$ cat src/rtl/dap_reg_cmd_master.sv
// dap_reg_cmd_master: turns a little-endian command byte stream into single
// register-bus writes/reads and answers with an ack byte, an error byte, or
// four read-data bytes (LSB first) on the response stream.
module dap_reg_cmd_master #(
  parameter int          ADDRWIDTH = 12,
  parameter logic [7:0]  ACK_BYTE  = 8'hA5,
  parameter logic [7:0]  ERR_BYTE  = 8'hEE
) (
  input  logic                 clk,
  input  logic                 reset,
  input  logic [7:0]           s_tdata,
  input  logic                 s_tvalid,
  output logic                 s_tready,
  output logic [7:0]           m_tdata,
  output logic                 m_tvalid,
  input  logic                 m_tready,
  output logic                 mem_write_en,
  output logic [ADDRWIDTH-1:0] mem_addr,
  output logic [31:0]          mem_wdata,
  output logic [3:0]           mem_byte_strobe,
  input  logic [31:0]          mem_rdata,
  output logic                 busy
);

  typedef enum logic [2:0] {
    ST_OP,
    ST_ADDR0,
    ST_ADDR1,
    ST_DATA,
    ST_EXEC,
    ST_RD_WAIT,
    ST_RESP,
    ST_ERR
  } state_t;

  state_t                r_state;
  logic                  r_rw;
  logic [7:0]            r_addr_lo;
  logic [1:0]            r_cnt;
  logic [2:0]            r_remain;
  logic [31:0]           r_rd_shift;
  logic                  r_mem_write_en;
  logic [ADDRWIDTH-1:0]  r_mem_addr;
  logic [31:0]           r_mem_wdata;
  logic [3:0]            r_mem_strb;
  logic [7:0]            r_m_tdata;
  logic                  r_m_tvalid;

  logic                  w_s_tready;
  logic                  w_s_accept;
  logic                  w_m_take;

  // Input is only taken while a frame byte is actually expected.
  assign w_s_tready = (r_state == ST_OP) || (r_state == ST_ADDR0) ||
                      (r_state == ST_ADDR1) || (r_state == ST_DATA);
  assign w_s_accept = s_tvalid && w_s_tready;
  assign w_m_take   = r_m_tvalid && m_tready;

  assign s_tready        = w_s_tready;
  assign busy            = (r_state != ST_OP);
  assign m_tdata         = r_m_tdata;
  assign m_tvalid        = r_m_tvalid;
  assign mem_write_en    = r_mem_write_en;
  assign mem_addr        = r_mem_addr;
  assign mem_wdata       = r_mem_wdata;
  assign mem_byte_strobe = r_mem_strb;

  // Frame parser, bus strobe and response sequencer in one state machine.
  always_ff @(posedge clk or posedge reset) begin
    if (reset) begin
      r_state        <= ST_OP;
      r_rw           <= 1'b0;
      r_addr_lo      <= 8'h00;
      r_cnt          <= 2'd0;
      r_remain       <= 3'd0;
      r_rd_shift     <= 32'h0;
      r_mem_write_en <= 1'b0;
      r_mem_addr     <= '0;
      r_mem_wdata    <= 32'h0;
      r_mem_strb     <= 4'h0;
      r_m_tdata      <= 8'h00;
      r_m_tvalid     <= 1'b0;
    end else begin
      case (r_state)
        ST_OP: begin
          if (w_s_accept) begin
            if (s_tdata[6:4] != 3'b000) begin
              r_state <= ST_ERR;
            end else begin
              r_rw       <= s_tdata[7];
              r_mem_strb <= s_tdata[3:0];
              r_state    <= ST_ADDR0;
            end
          end
        end
        ST_ADDR0: begin
          if (w_s_accept) begin
            r_addr_lo <= s_tdata;
            r_state   <= ST_ADDR1;
          end
        end
        ST_ADDR1: begin
          if (w_s_accept) begin
            // Upper address bits beyond the bus width are silently dropped.
            r_mem_addr <= ADDRWIDTH'({s_tdata, r_addr_lo});
            r_cnt      <= 2'd0;
            r_state    <= r_rw ? ST_DATA : ST_RD_WAIT;
          end
        end
        ST_DATA: begin
          if (w_s_accept) begin
            r_mem_wdata[{r_cnt, 3'b000} +: 8] <= s_tdata;
            r_cnt <= r_cnt + 2'd1;
            if (r_cnt == 2'd3) begin
              r_mem_write_en <= 1'b1;
              r_state        <= ST_EXEC;
            end
          end
        end
        ST_EXEC: begin
          r_mem_write_en <= 1'b0;
          r_m_tdata      <= ACK_BYTE;
          r_m_tvalid     <= 1'b1;
          r_remain       <= 3'd1;
          r_state        <= ST_RESP;
        end
        ST_RD_WAIT: begin
          // mem_addr has been stable for a full cycle; slave data is settled.
          r_rd_shift <= mem_rdata;
          r_m_tdata  <= mem_rdata[7:0];
          r_m_tvalid <= 1'b1;
          r_remain   <= 3'd4;
          r_state    <= ST_RESP;
        end
        ST_RESP: begin
          if (w_m_take) begin
            r_remain <= r_remain - 3'd1;
            if (r_remain == 3'd1) begin
              r_m_tvalid <= 1'b0;
              r_state    <= ST_OP;
            end else begin
              r_m_tdata  <= r_rd_shift[15:8];
              r_rd_shift <= r_rd_shift >> 8;
            end
          end
        end
        ST_ERR: begin
          r_m_tdata  <= ERR_BYTE;
          r_m_tvalid <= 1'b1;
          r_remain   <= 3'd1;
          r_state    <= ST_RESP;
        end
        default: r_state <= ST_OP;
      endcase
    end
  end

endmodule
$ cat config.mk
export PLATFORM = sky130hd
export DESIGN_NAME = dap_reg_cmd_master
export DESIGN_NICKNAME = d
export VERILOG_FILES = /design/src/rtl/dap_reg_cmd_master.sv
export SDC_FILE = /design/constraint.sdc
export NUM_CORES = 1
export LEC_CHECK = 0
export ABC_CLOCK_PERIOD_IN_PS = 5700
export BUFFER_PORTS_ARGS = -buffer_cell sky130_fd_sc_hd__buf_2
export CAP_MARGIN = 20
export CORE_AREA = 4 4 126 80
export CTS_CLUSTER_DIAMETER = 80
export DETAILED_ROUTE_END_ITERATION = 16
export DIE_AREA = 0 0 130 84
export PLACE_DENSITY = 0.77
export SKIP_LAST_GASP = 1
export SLEW_MARGIN = 20
export SYNTH_ARGS = -nofsm -noshare
export SYNTH_HDL_FRONTEND = slang
export SYNTH_SLANG_ARGS = --single-unit
$ cat constraint.sdc
create_clock -name clk -period 5.7 [get_ports clk]
set_input_delay 1.71 -clock clk [delete_from_list [all_inputs] [get_ports clk]]
set_output_delay 1.71 -clock clk [all_outputs]
set_load 0.01 [all_outputs]
==> Yosys cells after proc, flatten, opt, wreduce, memory -nomap -nowiden <==
Index checks and enable logic that the tools add are counted.
{ "op_classes": {"n_addsub": 3, "eq_ne": 17, "shift": 2, "n_mux": 28, "bitwise_logic": 1, "reduce_logical": 27} }
{ "op_table": {"columns": ["operator", "count"], "rows": [
  ["2-to-1 mux 32 bit", 2],
  ["case mux 32 bit (2 select lines)", 1],
  ["bitwise mux 32 bit", 1],
  ["case mux 8 bit (4 select lines)", 1],
  ["variable shift 8 x 7 -> 32 bit, first input constant", 1],
  ["indexed part select 8 x 7 -> 32 bit", 1],
  ["2-to-1 mux 3 bit", 10],
  ["case mux 3 bit (6 select lines)", 1],
  ["AND reduction 3 bit", 6],
  ["2-to-1 mux 8 bit", 2],
  ["!= test 2 bit, second input constant", 7],
  ["equality test 3 bit, second input constant", 4],
  ["case mux 3 bit (3 select lines)", 1],
  ["nonzero test 3 bit", 3],
  ["AND reduction 2 bit", 4],
  ["nonzero test 2 bit", 4],
  ["negator 5 -> 7 bit", 1],
  ["AND reduction 7 bit", 1],
  ["equality test 3 x 1 -> 1 bit, second input constant", 2],
  ["equality test 3 x 2 -> 1 bit, second input constant", 2],
  ["2-to-1 mux 1 bit", 4],
  ["2-to-1 mux 2 bit", 2],
  ["case mux 1 bit (2 select lines)", 2],
  ["case mux 2 bit (2 select lines)", 1],
  ["11 further kinds", 14]
]} }
{ "totals": {"ff_bits": 107} }

==> Longest topological paths before layout <==
Gate-level depths: netlist of run 1.
{ "logic_depth": {"ltp_word": 7, "ltp_mapped": 7, "ltp_nobuf": 6} }

==> Worst setup path before layout of run 1 <==
Ideal clock, no wire load.
{ "synth_timing": {"path_kind": "reg2out", "startpoint": "register r_state[2]", "endpoint": "output port busy", "t_arrival_ns": 1.015, "t_required_ns": 3.990, "slack_ns": 2.975, "stages_incl_launch_ff": 5, "path_cell_list": "dfrtp_1 > buf_4 > inv_1 > buf_2 > nand2_1"} }
{ "synth_via": {"elab_chain_len": 1} }
{ "synth_lines": {"columns": ["element", "line", "text"], "rows": [
  ["start, declared", "36", "state_t r_state;"],
  ["start signal, assigned", "107", "r_state <= r_rw ? ST_DATA : ST_RD_WAIT;"],
  ["nonzero test 3 bit", "60", "assign busy = (r_state != ST_OP);"],
  ["end, declared", "22", "output logic busy"]
]} }
No other way between the ends.

==> Worst setup path after layout of run 1 <==
Ends and elaborated chain as after synthesis.

==> metrics.md, run 1 <==
| Metric | Value |
|---|---|
| Status | finished clean |
| Avg Vias per Cell | 5.42 |
| First-pass GRT wire length | 17.1 mm |
| DR iter-0 viols | 239 |
| Critical-path cell list | inv_1 > nand2_1 > buf_2 |
| Cts hold-fix bufs | 0 |
| Most numerous cell in the Yosys netlist | nand2_1 |
| Crit path kind | reg2out |
| I/O Pins | 104 |
| Worst-path clk slew | 0.07 ns |
| Fillers | 782 |
| Vias in the first global route | 3313 |
| Worst Setup End Kind | output pin |
| Clk sinks | 99 |
| CTS Root Cell | clkbuf_16 |
| Max cap viols | 0 |
| Fin crit share | 0.622 |
| Ant diodes | 0 |
| Switching Power | 0.000917 W |
| GR Overflow Total | 0 |
| Leading post-synthesis cells by cell area | dfrtp_1 (56%), mux2_2 (8.7%), nand2_1 (8.6%) |
| Fin. max-slew vios | 0 |
| CTS resizes | 0 |
| CTS tree | yes |
| Post-synth ARST share | 1.00 |
| Input/output buffers | 103 |
| Post-synth EDFFs | 0 |
| Seq/Total Area, Yosys | 0.565 |
| Final ANT Viol Nets | 0 |
| Synth Instances | 426 |
| Pwr dens | 492 nW/um^2 |
| DR pass1 iterations | 6 |
| Die area | 10900 um^2 |
| Final hold vios | 0 |
| Via count | 3473 |
| Slew @ Worst Pin | 0.810 ns |
| Register Area | 2480 um^2 |
| Final setup fails | 0 |
| Top fanout value on the critical path | 19 |
| DPL Wire Length | 7.48 mm |
| Cell taking the most area after synthesis | dfrtp_1 |
| Crit path time final | 3.55 ns |
| Reg power frac | 0.431 |
| Leakage | 2.50 nW |
| Net count, final | 572 |
| Critical path required time | 3.99 ns |
| Area after DPL | 4930 um^2 |
| Critical path's largest stage delay | 0.77 ns |
| Multi-input combinational cell area | 1740 um^2 |
| Critical path's slowest cell | dfrtp_1 |
| Sw Share | 0.357 |
| F_max | 0.282 GHz |
| Mapped Area | 4390 um^2 |
| Worst-Skew Late Latency | 0.35 ns |
| Post-Place Cells | 625 |
| Internal Pwr Total | 0.00165 W |
| Seq cells post-synth | 99 |
| Final instance area | 5230 um^2 |
| RSZ-0062 raised after global routing | no |
| WP data arrival | 1.84 ns |
| Die Y | 84 um |
| Initial Util | 0.492 |
| Num CTS Buffers | 9 |
| Setup Skew | 0.00944 ns |
| Startpoint Class | flop |
| Total Routed Length | 10.7 mm |
| Syn_nets | 478 |
| Die width | 130 um |
| # H-tree levels | 3 |
| Yosys warning count | 0 |
| Rows | 27 |
| Clk buf depth | 2 |
| Core Region | 8920 um^2 |
| Synth top cells by count | nand2_1 (101), dfrtp_1 (99), o21ai_0 (47), mux2_2 (34), a21oi_1 (23) |
| Share of cells above drive strength 1 | 0.316 |
| Peak VDD IR | 0.000241 V |
| Gr usage total | 0.201 |
| Setup Buffers After CTS | 0 |
| Combinational power share | 0.330 |
| Area grow syn2layout | 19.2% |
| Max_slew headroom | 0.460 |
| Number of distinct library cells after synthesis | 33 |
| Top-area cell type share of the netlist area | 0.565 |
| Routability Congestion | 0.839 |
| Final cell count without fillers | 641 |
| Pin count of the biggest net entering global routing | 67 |
| Mean area per synthesized cell | 10.3 um^2 |
| DR DRC count | 0 |
| Worst hold path type | reg2reg |
| Setup tns final | 0 ns |
| Clock group share of total power | 0.238 |
| WL/cell | 16.7 um |
| Initial antenna violation count | 0 |
| Post-synth top flop | dfrtp_1 |
[per-layer routing]
metal / up-vias / part of all wire / GRT usage
met4: 0 / 0.017 / 0.0689
met2: 107 / 0.46 / 0.305
met1: 1697 / 0.44 / 0.273
met3: 22 / 0.076 / 0.0646
li1: 1647 / - / -
met5: - / 0 / 0
[cell families after synthesis]
logic type / Yosys count / synth area share
AO/OA/AOI/OAI: 99 / 0.129
adder cells (fa/ha/maj): 8 / 0.0228
buffers and inverters: 30 / 0.0382
flip-flops: 99 / 0.565
multiplexers: 34 / 0.0873
AND/OR/NAND/NOR: 156 / 0.158
[per-stage QoR]
stage,power [W],util,setup WS (ns),hold WS (ns)
2_1_floorplan,0.00172,-,1.40,0.450
3_3_place_gp,0.00192,0.552,2.59,0.457
3_5_place_dp,0.00196,0.552,2.55,0.465
4_1_cts,0.00259,0.586,2.17,0.480
5_1_grt,0.00274,0.586,2.03,0.511
6_report,0.00257,0.586,2.15,0.481
[worst paths after layout]
| path | from | endpoint | slack [ns] | cells past startpoint |
|---|---|---|---|---|
| setup / recovery | r_state[2] | busy | 2.15 | 3 |
| max in group asynchronous | reset | mem_wdata[16] | 3.21 | 3 |
| min in group asynchronous | reset | mem_addr[1] | 1.53 | 2 |
| hold / removal | mem_wdata[11] | mem_wdata[11] | 0.48 | 2 |
| hold reg to reg | mem_wdata[11] | mem_wdata[11] | 0.48 | 2 |
| setup reg to reg | r_state[2] | mem_addr[1] | 3.34 | 4 |
[placed cells by master (no fill, tap or decap), types with 9 or more instances in the layout]
master     netlist  final
nand2_1        101    101
o22ai_1         20     20
nor2_1          20     20
buf_2           11    103
o21ai_0         47     47
a21oi_1         23     23
mux2_2          34     34
dfrtp_1         99     99
nand3_1         14     14
clkbuf_16        0      9
[critical path, delay by kind of cell, from the launching register on]
family / cells / cell delay (ns)
AND/OR/NAND/NOR: 1 / 0.14
flip-flops: 1 / 0.77
buffers and inverters: 2 / 0.59
[layout make-up]
class / count / share of cell area
Clock buffer: 9 / 0.0431
Clock inverter: 7 / 0.0146
Inverter: 8 / 0.00622
Multi-Input combinational cell: 297 / 0.333
Sequential cell: 99 / 0.474
Tap cell: 116 / 0.0278
Timing Repair Buffer: 105 / 0.101
[registers in the layout (all words and copies together), names as in the netlist]
signal	flops
mem_wdata	32
r_rd_shift	24
mem_addr	12
m_tdata	8
r_addr_lo	8
mem_byte_strobe	4
r_remain	3
r_state	3
r_cnt	2
m_tvalid	1
mem_write_en	1
r_rw	1
[power groups by stage]
| stage | registers (W) | logic [W] | clock network, W |
|---|---|---|---|
| 2_1_floorplan | 0.00109 | 0.000634 | 0 |
| 3_3_place_gp | 0.00110 | 0.000818 | 0 |
| 3_5_place_dp | 0.00112 | 0.000848 | 0 |
| 4_1_cts | 0.00111 | 0.000858 | 0.000623 |
| 5_1_grt | 0.00114 | 0.000951 | 0.000653 |
| 6_report | 0.00111 | 0.000850 | 0.000613 |
Power figures use the tool's default switching activity.
==> run 2: changes to the inputs <==
--- a/config.mk
+++ b/config.mk
@@ -5,13 +5,13 @@
 export SDC_FILE = /design/constraint.sdc
 export NUM_CORES = 1
 export LEC_CHECK = 0
-export ABC_CLOCK_PERIOD_IN_PS = 5700
+export ABC_CLOCK_PERIOD_IN_PS = 3000
 export BUFFER_PORTS_ARGS = -buffer_cell sky130_fd_sc_hd__buf_2
 export CAP_MARGIN = 20
-export CORE_AREA = 4 4 126 80
+export CORE_AREA = 4 4 129 82
 export CTS_CLUSTER_DIAMETER = 80
 export DETAILED_ROUTE_END_ITERATION = 16
-export DIE_AREA = 0 0 130 84
+export DIE_AREA = 0 0 133 86
 export PLACE_DENSITY = 0.77
 export SKIP_LAST_GASP = 1
 export SLEW_MARGIN = 20
==> constraint.sdc (replaced) <==
create_clock -name clk -period 3 [get_ports clk]
set_input_delay 0.9 -clock clk [delete_from_list [all_inputs] [get_ports clk]]
set_output_delay 0.9 -clock clk [all_outputs]
set_load 0.01 [all_outputs]
==> run 2 against run 1 <==
  * Clock power is 88% higher
  * Register-to-register slack worse by 2.6 ns
  * Count of clock-buffer cells in the layout is 3 higher
  * Setup slack worse by 1.6 ns
  * Clock skew is 0.0012 ns higher
  * Critical path type unchanged
  * Highest routed layer is now met5
==> metrics.md, run 2 (synthesized netlist as in run 1, its figures left out) <==
| Metric | Value |
|---|---|
| Core Region | 9490 um^2 (+6.5%) |
| Input/output buffers | 103 (unchanged) |
| Max cap viols | 0 (unchanged) |
| Total Routed Length | 10.6 mm (-0.38%) |
| Setup Skew | 0.0107 ns (+0.00124 ns) |
| Ant diodes | 0 (unchanged) |
| Fin. max-slew vios | 0 (unchanged) |
| Final core utilization | 0.555 (-0.0307) |
| CTS Root Cell | clkbuf_16 |
| Final ANT Viol Nets | 0 (unchanged) |
| DR DRC count | 0 (unchanged) |
| Clk sinks | 99 (unchanged) |
| Startpoint Class | flop |
| Avg Vias per Cell | 5.21 (-3.9%) |
| F_max | 0.404 GHz |
| CTS resizes | 0 (unchanged) |
| Via count | 3447 (-0.75%) |
| # H-tree levels | 3 (unchanged) |
| Area grow syn2layout | 20.3% |
| I/O Pins | 104 (unchanged) |
| Met3 Track Usage GR | 0.0703 (+0.00576) |
| Die width | 133 um (+2.3%) |
| Critical path required time | 2.10 ns (-1.89 ns) |
| CTS tree | yes |
| Setup tns final | 0 ns (unchanged) |
| Fillers | 826 (+5.6%) |
| Crit path kind | reg2out |
| GR Overflow Total | 0 (unchanged) |
| Top fanout value on the critical path | 19 (unchanged) |
| Sw Share | 0.350 (-0.00678) |
| Clk buf depth | 2 (unchanged) |
| Die area | 11400 um^2 (+4.7%) |
| Crit path time final | 2.48 ns |
| Commonest non-fill, non-tap cell in the layout | buf_2 |
| Worst hold path type | reg2reg |
| Pin count of the biggest net entering global routing | 66 (-1.5%) |
| DPL Wire Length | 7.53 mm (+0.60%) |
| Worst-path clk slew | 0.07 ns (about the same) |
| Reg power frac | 0.425 (-0.006) |
| Initial Util | 0.462 (-0.0298) |
| Peak VDD IR | 0.000326 V (+35%) |
| Final hold vios | 0 (unchanged) |
| Share of cells above drive strength 1 | 0.315 (-0.00120) |
| Internal Pwr Total | 0.00317 W (+92%) |
| Switching Power | 0.00171 W (+86%) |
| Final setup fails | 0 (unchanged) |
| GRT busiest layer | met2 |
| Pwr dens | 926 nW/um^2 (+88%) |
| Initial antenna violation count | 1 (+1) |
| Hold slack | 0.475 ns (-0.00655 ns) |
| Vias in the first global route | 3333 (+0.60%) |
| Max_slew headroom | 0.493 (+0.0331) |
| Setup Buffers After CTS | 0 (unchanged) |
| WP data arrival | 1.58 ns (-0.26 ns) |
| Leakage | 2.52 nW (+0.58%) |
| Combinational power share | 0.340 (+0.010) |
| Worst-Skew Late Latency | 0.34 ns (about the same) |
| DR pass1 iterations | 4 (-2) |
| Net count, final | 574 (+0.35%) |
| Status | finished clean |
| Rows | 28 (+3.7%) |
| DR iter-0 viols | 225 (-5.9%) |
| Most frequent cells in the layout | buf_2 (103), nand2_1 (101), dfrtp_1 (99) |
| Gr usage total | 0.191 (-0.0107) |
| Routability Congestion | 0.781 (-6.9%) |
| Worst Setup End Kind | output pin |
| Num CTS Buffers | 9 (unchanged) |
| WL/cell | 16.1 um (-3.5%) |
| Die Y | 86 um (+2.4%) |
| GR Util met2 | 0.293 (-0.0120) |
| RSZ-0062 raised after global routing | no |
| Routing usage on met1 | 0.259 (-0.0147) |
| Clock group share of total power | 0.235 (-0.003) |
| First-pass GRT wire length | 17.2 mm (+0.52%) |
| Slew @ Worst Pin | 0.758 ns (-0.0515 ns) |
| Fin crit share | 0.825 |
| Cts hold-fix bufs | 0 (unchanged) |
| Largest register FFs | 32 (unchanged) |
[run 2: layout make-up]
| cell class | instances | area, um^2 | area share |
|---|---|---|---|
| Tap cell | 135 | 169 | 0.0320 |
| Inverter | 8 | 33.8 | 0.00641 |
| Clock buffer | 12 | 246 | 0.0467 |
| Multi-Input combinational cell | 297 | 1740 | 0.330 |
| Clock inverter | 4 | 48.8 | 0.00925 |
| Sequential cell | 99 | 2480 | 0.470 |
| Timing Repair Buffer | 107 | 558 | 0.106 |
[run 2: worst paths after layout]
path	start	end	slack [ns]	depth (start not counted)
min	mem_wdata[3]	mem_wdata[3]	0.47	2
min reg2reg	mem_wdata[3]	mem_wdata[3]	0.47	2
max reg2reg	r_state[1]	mem_addr[10]	0.77	3
max	r_state[2]	busy	0.52	4
min in group asynchronous	reset	r_rd_shift[20]	0.50	2
max in group asynchronous	reset	mem_addr[11]	1.91	3
[run 2: per-layer routing]
metal | vias up | wire [um]
li1 | 1645 | -
met4 | 2 | 154
met3 | 15 | 825
met5 | - | 13
met2 | 111 | 4810
met1 | 1674 | 4830
[run 2: critical path: stages (launching register included)]
cell and delay, ns:
dfrtp_1 0.36, buf_4 0.20, inv_1 0.41, nand2_1 0.09, buf_2 0.17
[run 2: power by group through the flow]
stage	clock [W]	combinational, W	sequential, W
2_1_floorplan	0	0.00121	0.00207
3_3_place_gp	0	0.00160	0.00207
3_5_place_dp	0	0.00166	0.00209
4_1_cts	0.00117	0.00167	0.00207
5_1_grt	0.00122	0.00185	0.00213
6_report	0.00115	0.00166	0.00207
[run 2: stage by stage]
step                std cells  power, W  cell area (um^2)  setup slack, ns
CTS                       662   0.00492              5270            0.539
global placement          646   0.00367              4980            0.848
detailed placement        646   0.00375              4980            0.797
floorplan                 426   0.00327              4390            0.924
finish                    662   0.00488              5270            0.524
global route              662   0.00521              5270            0.447
